===== src/rtl/ws2812_rx_decoder.sv =====
// WS2812 line receiver: classifies high pulses as 0/1 and assembles 24-bit GRB pixels MSB first.
// Strobes (data_dv, frame_done, err) appear three clocks after the qualifying din sample.
module ws2812_rx_decoder #(
   parameter int BIT_THRESH = 30,
   parameter int MIN_HIGH   = 5,
   parameter int MAX_HIGH   = 100,
   parameter int RESET_CLKS = 2500
) (
   input  logic        clk,
   input  logic        rst,
   input  logic        din,
   output logic [23:0] rgb_data_out,
   output logic        data_dv,
   output logic [15:0] pixel_count,
   output logic        frame_done,
   output logic        err,
   output logic        busy
);

   localparam logic [15:0] THRESH_W     = 16'(BIT_THRESH);
   localparam logic [15:0] MIN_W        = 16'(MIN_HIGH);
   localparam logic [15:0] MAX_W        = 16'(MAX_HIGH);
   localparam logic [15:0] GAP_LAST_W   = 16'(RESET_CLKS - 1);

   typedef enum logic [1:0] {
      WAIT_LATCH,
      IDLE,
      HIGH,
      LOW
   } state_t;

   function automatic logic [15:0] sat_inc(input logic [15:0] v);
      return (v == 16'hFFFF) ? v : v + 16'd1;
   endfunction

   logic sync_0, sync_1, line_d;
   logic line, rise, fall;

   always_ff @(posedge clk or posedge rst) begin
      if (rst) begin
         sync_0 <= 1'b0;
         sync_1 <= 1'b0;
         line_d <= 1'b0;
      end else begin
         sync_0 <= din;
         sync_1 <= sync_0;
         line_d <= sync_1;
      end
   end

   assign line = sync_1;
   assign rise = sync_1 & ~line_d;
   assign fall = ~sync_1 & line_d;

   state_t      state, state_n;
   logic [15:0] high_cnt, high_n;
   logic [15:0] low_cnt, low_n;
   logic [4:0]  bit_cnt, bit_n;
   logic [22:0] shift_reg, shift_n;
   logic        ev_dv, ev_fd, ev_err;
   logic        dv_n, fd_n, err_n;
   logic [23:0] ev_word, word_n;
   logic        new_bit;

   always_ff @(posedge clk or posedge rst) begin
      if (rst) begin
         state     <= WAIT_LATCH;
         high_cnt  <= '0;
         low_cnt   <= '0;
         bit_cnt   <= '0;
         shift_reg <= '0;
         ev_dv     <= 1'b0;
         ev_fd     <= 1'b0;
         ev_err    <= 1'b0;
         ev_word   <= '0;
      end else begin
         state     <= state_n;
         high_cnt  <= high_n;
         low_cnt   <= low_n;
         bit_cnt   <= bit_n;
         shift_reg <= shift_n;
         ev_dv     <= dv_n;
         ev_fd     <= fd_n;
         ev_err    <= err_n;
         ev_word   <= word_n;
      end
   end

   always_comb begin
      state_n = state;
      high_n  = high_cnt;
      low_n   = low_cnt;
      bit_n   = bit_cnt;
      shift_n = shift_reg;
      dv_n    = 1'b0;
      fd_n    = 1'b0;
      err_n   = 1'b0;
      word_n  = ev_word;
      new_bit = (high_cnt >= THRESH_W);

      case (state)
         WAIT_LATCH: begin
            if (line) begin
               low_n = '0;
            end else if (low_cnt >= GAP_LAST_W) begin
               low_n   = '0;
               state_n = IDLE;
            end else begin
               low_n = sat_inc(low_cnt);
            end
         end
         IDLE: begin
            if (rise) begin
               high_n  = 16'd1;
               state_n = HIGH;
            end
         end
         HIGH: begin
            // Overlong and glitch pulses both abandon the frame until a fresh latch gap.
            if ((high_cnt > MAX_W) || (fall && (high_cnt < MIN_W))) begin
               err_n   = 1'b1;
               bit_n   = '0;
               shift_n = '0;
               low_n   = '0;
               state_n = WAIT_LATCH;
            end else if (fall) begin
               shift_n = {shift_reg[21:0], new_bit};
               low_n   = 16'd1;
               state_n = LOW;
               if (bit_cnt == 5'd23) begin
                  word_n = {shift_reg, new_bit};
                  dv_n   = 1'b1;
                  bit_n  = '0;
               end else begin
                  bit_n = bit_cnt + 5'd1;
               end
            end else begin
               high_n = sat_inc(high_cnt);
            end
         end
         LOW: begin
            if (rise) begin
               high_n  = 16'd1;
               state_n = HIGH;
            end else if (low_cnt >= GAP_LAST_W) begin
               fd_n    = 1'b1;
               low_n   = '0;
               state_n = IDLE;
               if (bit_cnt != 5'd0) begin
                  err_n   = 1'b1;
                  bit_n   = '0;
                  shift_n = '0;
               end
            end else begin
               low_n = sat_inc(low_cnt);
            end
         end
         default: state_n = WAIT_LATCH;
      endcase
   end

   // Output stage; pixel_count keeps the frame total for the frame_done cycle, then clears.
   always_ff @(posedge clk or posedge rst) begin
      if (rst) begin
         rgb_data_out <= '0;
         data_dv      <= 1'b0;
         pixel_count  <= '0;
         frame_done   <= 1'b0;
         err          <= 1'b0;
      end else begin
         data_dv    <= ev_dv;
         frame_done <= ev_fd;
         err        <= ev_err;
         if (ev_dv) begin
            rgb_data_out <= ev_word;
            pixel_count  <= sat_inc(pixel_count);
         end else if (frame_done || err) begin
            pixel_count <= '0;
         end
      end
   end

   assign busy = (state == HIGH) || (state == LOW);

endmodule


===== config.mk =====
export PLATFORM = sky130hd
export DESIGN_NAME = ws2812_rx_decoder
export DESIGN_NICKNAME = d
export VERILOG_FILES = /design/src/rtl/ws2812_rx_decoder.sv
export SDC_FILE = /design/constraint.sdc
export NUM_CORES = 1
export LEC_CHECK = 0
export ABC_AREA = 1
export CAP_MARGIN = 25
export CORE_MARGIN = 1
export CORE_UTILIZATION = 25
export CTS_CLUSTER_DIAMETER = 120
export DETAILED_ROUTE_END_ITERATION = 8
export PLACE_DENSITY_LB_ADDON = 0.15
export SYNTH_ARGS = -nofsm -noshare
export SYNTH_HDL_FRONTEND = slang
export SYNTH_SLANG_ARGS = --single-unit

===== constraint.sdc =====
create_clock -name clk -period 9.2 [get_ports clk]
set_clock_uncertainty 0.05 [all_clocks]
set_input_delay 1.84 -clock clk [delete_from_list [all_inputs] [get_ports clk]]
set_output_delay 1.84 -clock clk [all_outputs]
set_load 0.005 [all_outputs]

==> results by group, run 1 <==
Outcome
  • Outcome: completed

Global route
  • Congestion Overflow GR: 0
  • First-pass GRT wire length: 27.0 mm
  • Initial antenna violation count: 0
  • Largest net degree at the start of global routing: 80
  • Vias in the first global route: 5262
  • All-Layer GR Usage: 12.7%

Floorplanning
  • Core Rows: 59
  • Die span in y: approximately 160 µm
  • Initial core utilization: between 20 and 30%
  • Ports: 47
  • Core area: around 26000 µm²
  • Die area: between 20000 and 30000 µm²
  • Die width: 165 µm

Worst setup path
  • Crit path capture type: output pin
  • Slowest CP cell: clkdlybuf4s50_1
  • Critical Path Fanout Max: 6
  • Critical Path Start Type: flop
  • CP Class: flop to output pin
  • Required @ worst endpoint: ~7.3 ns
  • Critical path arrival: 1.44 ns
  • Cell Chain, Critical Path: clkdlybuf4s50_1
  • CP bufs+invs: 1
  • Worst path top cell family by delay: buffers and inverters
  • Peak per-stage delay on the critical path: 0.55 ns

Synthesis
  • Synth Area in XOR/XNOR: 1.98%
  • Asr flop ratio synth: 100%
  • Syn nets: 847
  • Multiplexer share of the synthesized area: 0%
  • Largest family of logic cells by synthesized area: simple AND/OR/NAND/NOR gates
  • Register area share after synthesis: 51.0%
  • YS warnings: 0
  • Netlist cell types: 38
  • Mapped Cells: 837
  • Post-synth EDFFs: 0
  • Post-synth top flop: dfrtp_1
  • Post-synthesis simple-gate area fraction: 34.7%
  • Largest area contributor in the netlist: dfrtp_1
  • Ranking of synthesized cells by area: dfrtp_1 (51%), nand2_1 (19%), nand4_1 (4.3%)
  • Most common cell in the netlist: nand2_1
  • Synthesized area per cell: approximately 7.9 µm²
  • Compound-Gate Fraction of Synth Area: under 10%
  • Mapped Area: 6630 µm²
  • Yosys top cell area share: 51.0%
  • Post-synthesis adder-cell area fraction: 1.32%
  • Post-synth top cells: nand2_1 (343), dfrtp_1 (135), inv_1 (63)
  • Seq cells post-synth: 135

Clocking
  • CTS tree: built
  • CTS resizes: 0
  • Worst skew pair latency: 0.42 ns
  • Max clock buf depth: 2
  • Num CTS Buffers: 17
  • Worst-path clk slew: 0.07 ns
  • H-tree depth: 4
  • Post-CTS setup buffer count: 0
  • Root Buffer Master: clkbuf_16
  • Hold_buf cts: 0
  • CTS Sinks: approximately 140

Detailed routing
  • Routed WL: roughly 16 mm
  • Vias/cell: 4.37
  • Remaining DRCs: 0
  • Drt wl/cell: 12.9 µm
  • First-pass DRT Iterations: 8
  • Vias: 5350
  • Final antenna-violating net count: 0
  • Initial drt markers: around 440

Timing
  • RSZ-0062 raised after global routing: false
  • Slew @ Worst Pin: around 0.8 ns
  • Slew margin rel.: 47.7%
  • Final Hold Viols: 0
  • TNS Setup: 0 ns
  • Final setup fails: 0
  • Crit path time final: around 3.3 ns
  • Tcrit/Tclk final: 36.2%
  • Final Slew Violations: 0
  • Achievable Freq: 300 MHz

Place
  • Port bufs: 46
  • Placer Congestion: between 0.7 and 0.8
  • DP HPWL: 10.2 mm

Run
  • Max Cap Viol: 0

Cells and area
  • Fillers: approximately 2800
  • Area growth syn-to-layout: 19.7%
  • N_diodes: 0
  • Final net count: 885
  • Share of layout cells above drive strength 1: 7.21%

Power
  • Pwr dens: 162 nW/µm²
  • Maximum VDD drop: 135 µV
  • Static leakage power: 3.96 nW
  • Design Power: ~1.3 mW

Worst hold path
  • Min-Delay Path Class: flop to flop
-- per-stage QoR --
step                instance area [µm²]  instances  setup slack [ns]  hold WS [ns]  util, %
global route                       7930       1223              5.63         0.309     30.4
CTS                                7910       1222              5.77         0.299     30.4
global placement                   7320       1189              5.30         0.284     28.1
finish                             7930       1223              5.87         0.296     30.4
detailed placement                 7350       1190              5.31         0.286     28.2
floorplan                          6630        837              3.70         0.281        -
-- final cells by class --
type | count | area [µm²] | area share [%]
tap | 335 | 419 | 5.29
timing repair buffer | 50 | 518 | 6.53
clock buffer | 19 | 443 | 5.59
sequential | 135 | 3380 | 42.6
multi-input combinational | 597 | 2760 | 34.7
inverter | 74 | 293 | 3.69
clock inverter | 13 | 123 | 1.55
-- routing by layer --
| metal | vias to the layer above | GRT usage (%) | share of wire (%) |
|---|---|---|---|
| met4 | 0 | 4.00 | 0.89 |
| met1 | 2517 | 17.1 | 50 |
| met3 | 11 | 2.89 | 3.1 |
| met5 | - | 0 | 0 |
| li1 | 2746 | - | - |
| met2 | 76 | 19.9 | 46 |
-- kinds of logic (layout without fill, tap and decap cells) --
kind of cell / after synthesis / count (layout)
AO/OA/AOI/OAI: 44 / 44
adder cells (fa/ha/maj): 7 / 7
flip-flops: 135 / 135
XOR/XNOR: 15 / 15
AND/OR/NAND/NOR: 531 / 531
buffers and inverters: 105 / 156
-- layout by cell type (no fill, tap or decap), types with 2 or more instances in the layout --
master	count
nand2_1	343
dfrtp_1	135
inv_1	62
nor2_1	62
nand3_1	50
nand4_1	46
clkdlybuf4s50_1	46
o21ai_0	26
clkbuf_16	17
xor2_1	11
nor3_1	8
ha_1	7
inv_2	6
o21ai_1	6
a21oi_1	5
nor2_2	5
nand2_4	4
clkinv_4	4
nand3b_1	4
xnor2_1	4
inv_6	4
clkinvlp_4	4
o21ai_2	2
o22ai_1	2
clkinv_1	2
nand2_2	2
inv_4	2
clkinv_2	2
buf_4	2
-- power by group --
group | total [mW] | internal [mW] | switching [mW]
clock network | 0.661 | 0.381 | 0.280
registers | 0.597 | 0.595 | 0.00181
logic | 0.0255 | 0.00524 | 0.0203
-- path summary, 6_finish.rpt --
path                                             startpoint                      endpoint  slack [ns]  cells after the start
min in group asynchronous                               rst  rgb_data_out[11]$_DFFE_PP0P_        1.88                      2
worst min-delay path                       sync_0$_DFF_PP0_                line$_DFF_PP0_        0.30                      0
worst max-delay path            pixel_count[10]$_DFFE_PP0P_               pixel_count[10]        5.87                      1
worst min register to register             sync_0$_DFF_PP0_                line$_DFF_PP0_        0.30                      0
worst max register to register               line$_DFF_PP0_        low_cnt[5]$_DFFE_PP0P_        6.50                      9
max in group asynchronous                               rst        low_cnt[9]$_DFFE_PP0P_        5.90                      3
Note: power is estimated with default switching activity, not from simulation.
==> run 2, diff against run 1 <==
==> constraint.sdc (replaced) <==
create_clock -name clk -period 2.9 [get_ports clk]
set_clock_uncertainty 0.05 [all_clocks]
set_input_delay 0.58 -clock clk [delete_from_list [all_inputs] [get_ports clk]]
set_output_delay 0.58 -clock clk [all_outputs]
set_load 0.005 [all_outputs]
==> results by group, run 2 (same netlist as run 1, synthesis figures left out) <==
Worst setup path
  • Worst path top cell family by delay: simple AND/OR/NAND/NOR gates
  • CP bufs+invs: 2 (+1)
  • Critical Path Start Type: flop
  • Critical Path Fanout Max: 20 (+14)
  • Cell Chain, Critical Path: inv_1 -> nand2_1 -> nor2_1 -> nand3_2 -> nand3_4 -> nand2_1 -> inv_2 -> nand2_1 -> nand2_1
  • CP Class: flop to flop
  • Crit path capture type: flop
  • Slowest CP cell: dfrtp_1
  • Required @ worst endpoint: 3.22 ns (-4.09 ns)
  • R2r setup slk: 0.59 ns (-5.91 ns)
  • Cell mode on critical path: nand2_1
  • Critical path arrival: 2.63 ns (+1.19 ns)
  • Peak per-stage delay on the critical path: 0.41 ns (-0.14 ns)

Cells and area
  • Area occupied by multi-input gates: 2760 µm² (unchanged)
  • N_diodes: 0 (unchanged)
  • Share of layout cells above drive strength 1: 8.04% (+0.84 points)
  • Area growth syn-to-layout: 21.1%
  • Most common cell after layout, fill and taps aside: nand2_1
  • Sequential Area: 3380 µm² (unchanged)
  • Most frequent cells in the layout: nand2_1 (343), dfrtp_1 (135), inv_1 (62), nor2_1 (62), nand3_1 (50)
  • Fillers: 2788 (+0.43%)
  • Final net count: 892 (+0.79%)

Floorplanning
  • Die area: 27200 µm² (unchanged)
  • Die width: 165 µm (unchanged)
  • Core Rows: 59 (unchanged)
  • Die span in y: 165 µm (unchanged)
  • Ports: 47 (unchanged)
  • Core area: 26100 µm² (unchanged)
  • Initial core utilization: 25.4% (unchanged)

Detailed routing
  • Vias/cell: 4.36 (-0.27%)
  • Remaining DRCs: 0 (unchanged)
  • Drt wl/cell: 12.9 µm (-0.20%)
  • Final antenna-violating net count: 0 (unchanged)
  • Initial drt markers: 346 (-22%)
  • Routed WL: 15.9 mm (+0.37%)
  • First-pass DRT Iterations: 6 (-2)
  • Vias: 5366 (+0.30%)

Timing
  • Tcrit/Tclk final: 79.8%
  • Achievable Freq: 432 MHz
  • Final Slew Violations: 0 (unchanged)
  • RSZ-0062 raised after global routing: false
  • Slew @ Worst Pin: 0.757 ns (-0.0274 ns)
  • Final setup fails: 0 (unchanged)
  • TNS Setup: 0 ns (unchanged)
  • Slew margin rel.: 49.4% (+1.7 points)
  • Final Hold Viols: 0 (unchanged)
  • Worst Slack Setup Final: 0.585 ns (-5.29 ns)
  • Crit path time final: 2.31 ns

Place
  • Port bufs: 46 (unchanged)
  • Placer Congestion: 0.792 (+3.7%)
  • Worst slack, placed: 0.540 ns (-4.77 ns)
  • DP HPWL: 11.1 mm (+8.5%)

Outcome
  • Outcome: completed

Global route
  • Largest net degree at the start of global routing: 30 (-63%)
  • Initial antenna violation count: 0 (unchanged)
  • All-Layer GR Usage: 12.7% (+0.025 points)
  • Congestion Overflow GR: 0 (unchanged)
  • First-pass GRT wire length: 26.7 mm (-1.2%)
  • Vias in the first global route: 5205 (-1.1%)

Clocking
  • CTS resizes: 0 (unchanged)
  • Num CTS Buffers: 17 (unchanged)
  • Worst-path clk slew: 0.06 ns (about the same)
  • Worst skew pair latency: 0.43 ns (about the same)
  • Post-CTS setup buffer count: 0 (unchanged)
  • CTS Sinks: 135 (unchanged)
  • Hold_buf cts: 0 (unchanged)
  • H-tree depth: 4 (unchanged)
  • Max clock buf depth: 2 (unchanged)
  • CTS tree: built
  • Root Buffer Master: clkbuf_16

Worst hold path
  • Min-Delay Path Class: flop to flop

Power
  • Static leakage power: 4.01 nW (+1.3%)
  • Pwr dens: 508 nW/µm² (+210%)
  • Maximum VDD drop: 254 µV (+89%)

Run
  • Max Cap Viol: 0 (unchanged)
run 2: metal layers:
layer	routed length [µm]	vias to the layer above	GRT usage [%]
met5	0	-	0
met4	170	0	4.05
met3	538	15	3.19
met2	7380	97	20.1
met1	7760	2494	16.8
li1	-	2760	-
run 2: worst paths after layout:
| kind | start | end | cells past startpoint |
|---|---|---|---|
| hold / removal | ev_fd$_DFF_PP0_ | frame_done$_DFF_PP0_ | 0 |
| hold reg to reg | ev_fd$_DFF_PP0_ | frame_done$_DFF_PP0_ | 0 |
| min in group asynchronous | rst | shift_reg[14]$_DFFE_PP0P_ | 2 |
| setup reg to reg | line$_DFF_PP0_ | low_cnt[9]$_DFFE_PP0P_ | 9 |
| setup / recovery | line$_DFF_PP0_ | low_cnt[9]$_DFFE_PP0P_ | 9 |
| max in group asynchronous | rst | pixel_count[9]$_DFFE_PP0P_ | 3 |
run 2: cell type report:
cell class	instances	area share, %
Clock buffer	17	5.30
Inverter	74	3.63
Timing Repair Buffer	57	7.70
Sequential cell	135	42.1
Tap cell	335	5.22
Multi-Input combinational cell	597	34.3
Clock inverter	15	1.71
run 2: per-stage QoR:
step	utilization (%)	area [µm²]	hold WS (ns)	power, mW	instances
2_1_floorplan	-	6630	0.281	1.99	837
3_3_place_gp	28.6	7460	0.282	2.03	1198
3_5_place_dp	28.6	7460	0.285	2.03	1198
4_1_cts	30.8	8030	0.299	4.16	1230
5_1_grt	30.8	8030	0.307	4.24	1230
6_report	30.8	8030	0.297	4.08	1230
run 2: worst register-to-register path: stages (launching register included):
cell,delay (ns)
dfrtp_1,0.41
inv_1,0.29
nand2_1,0.14
nor2_1,0.15
nand3_2,0.15
nand3_4,0.28
nand2_1,0.33
inv_2,0.31
nand2_1,0.10
nand2_1,0.06
run 2: power breakdown:
group          total, mW  switching [mW]  internal (mW)
sequential          1.89         0.00651           1.89
clock               2.09           0.957           1.13
combinational     0.0988          0.0679         0.0309
total               4.08            1.03           3.05
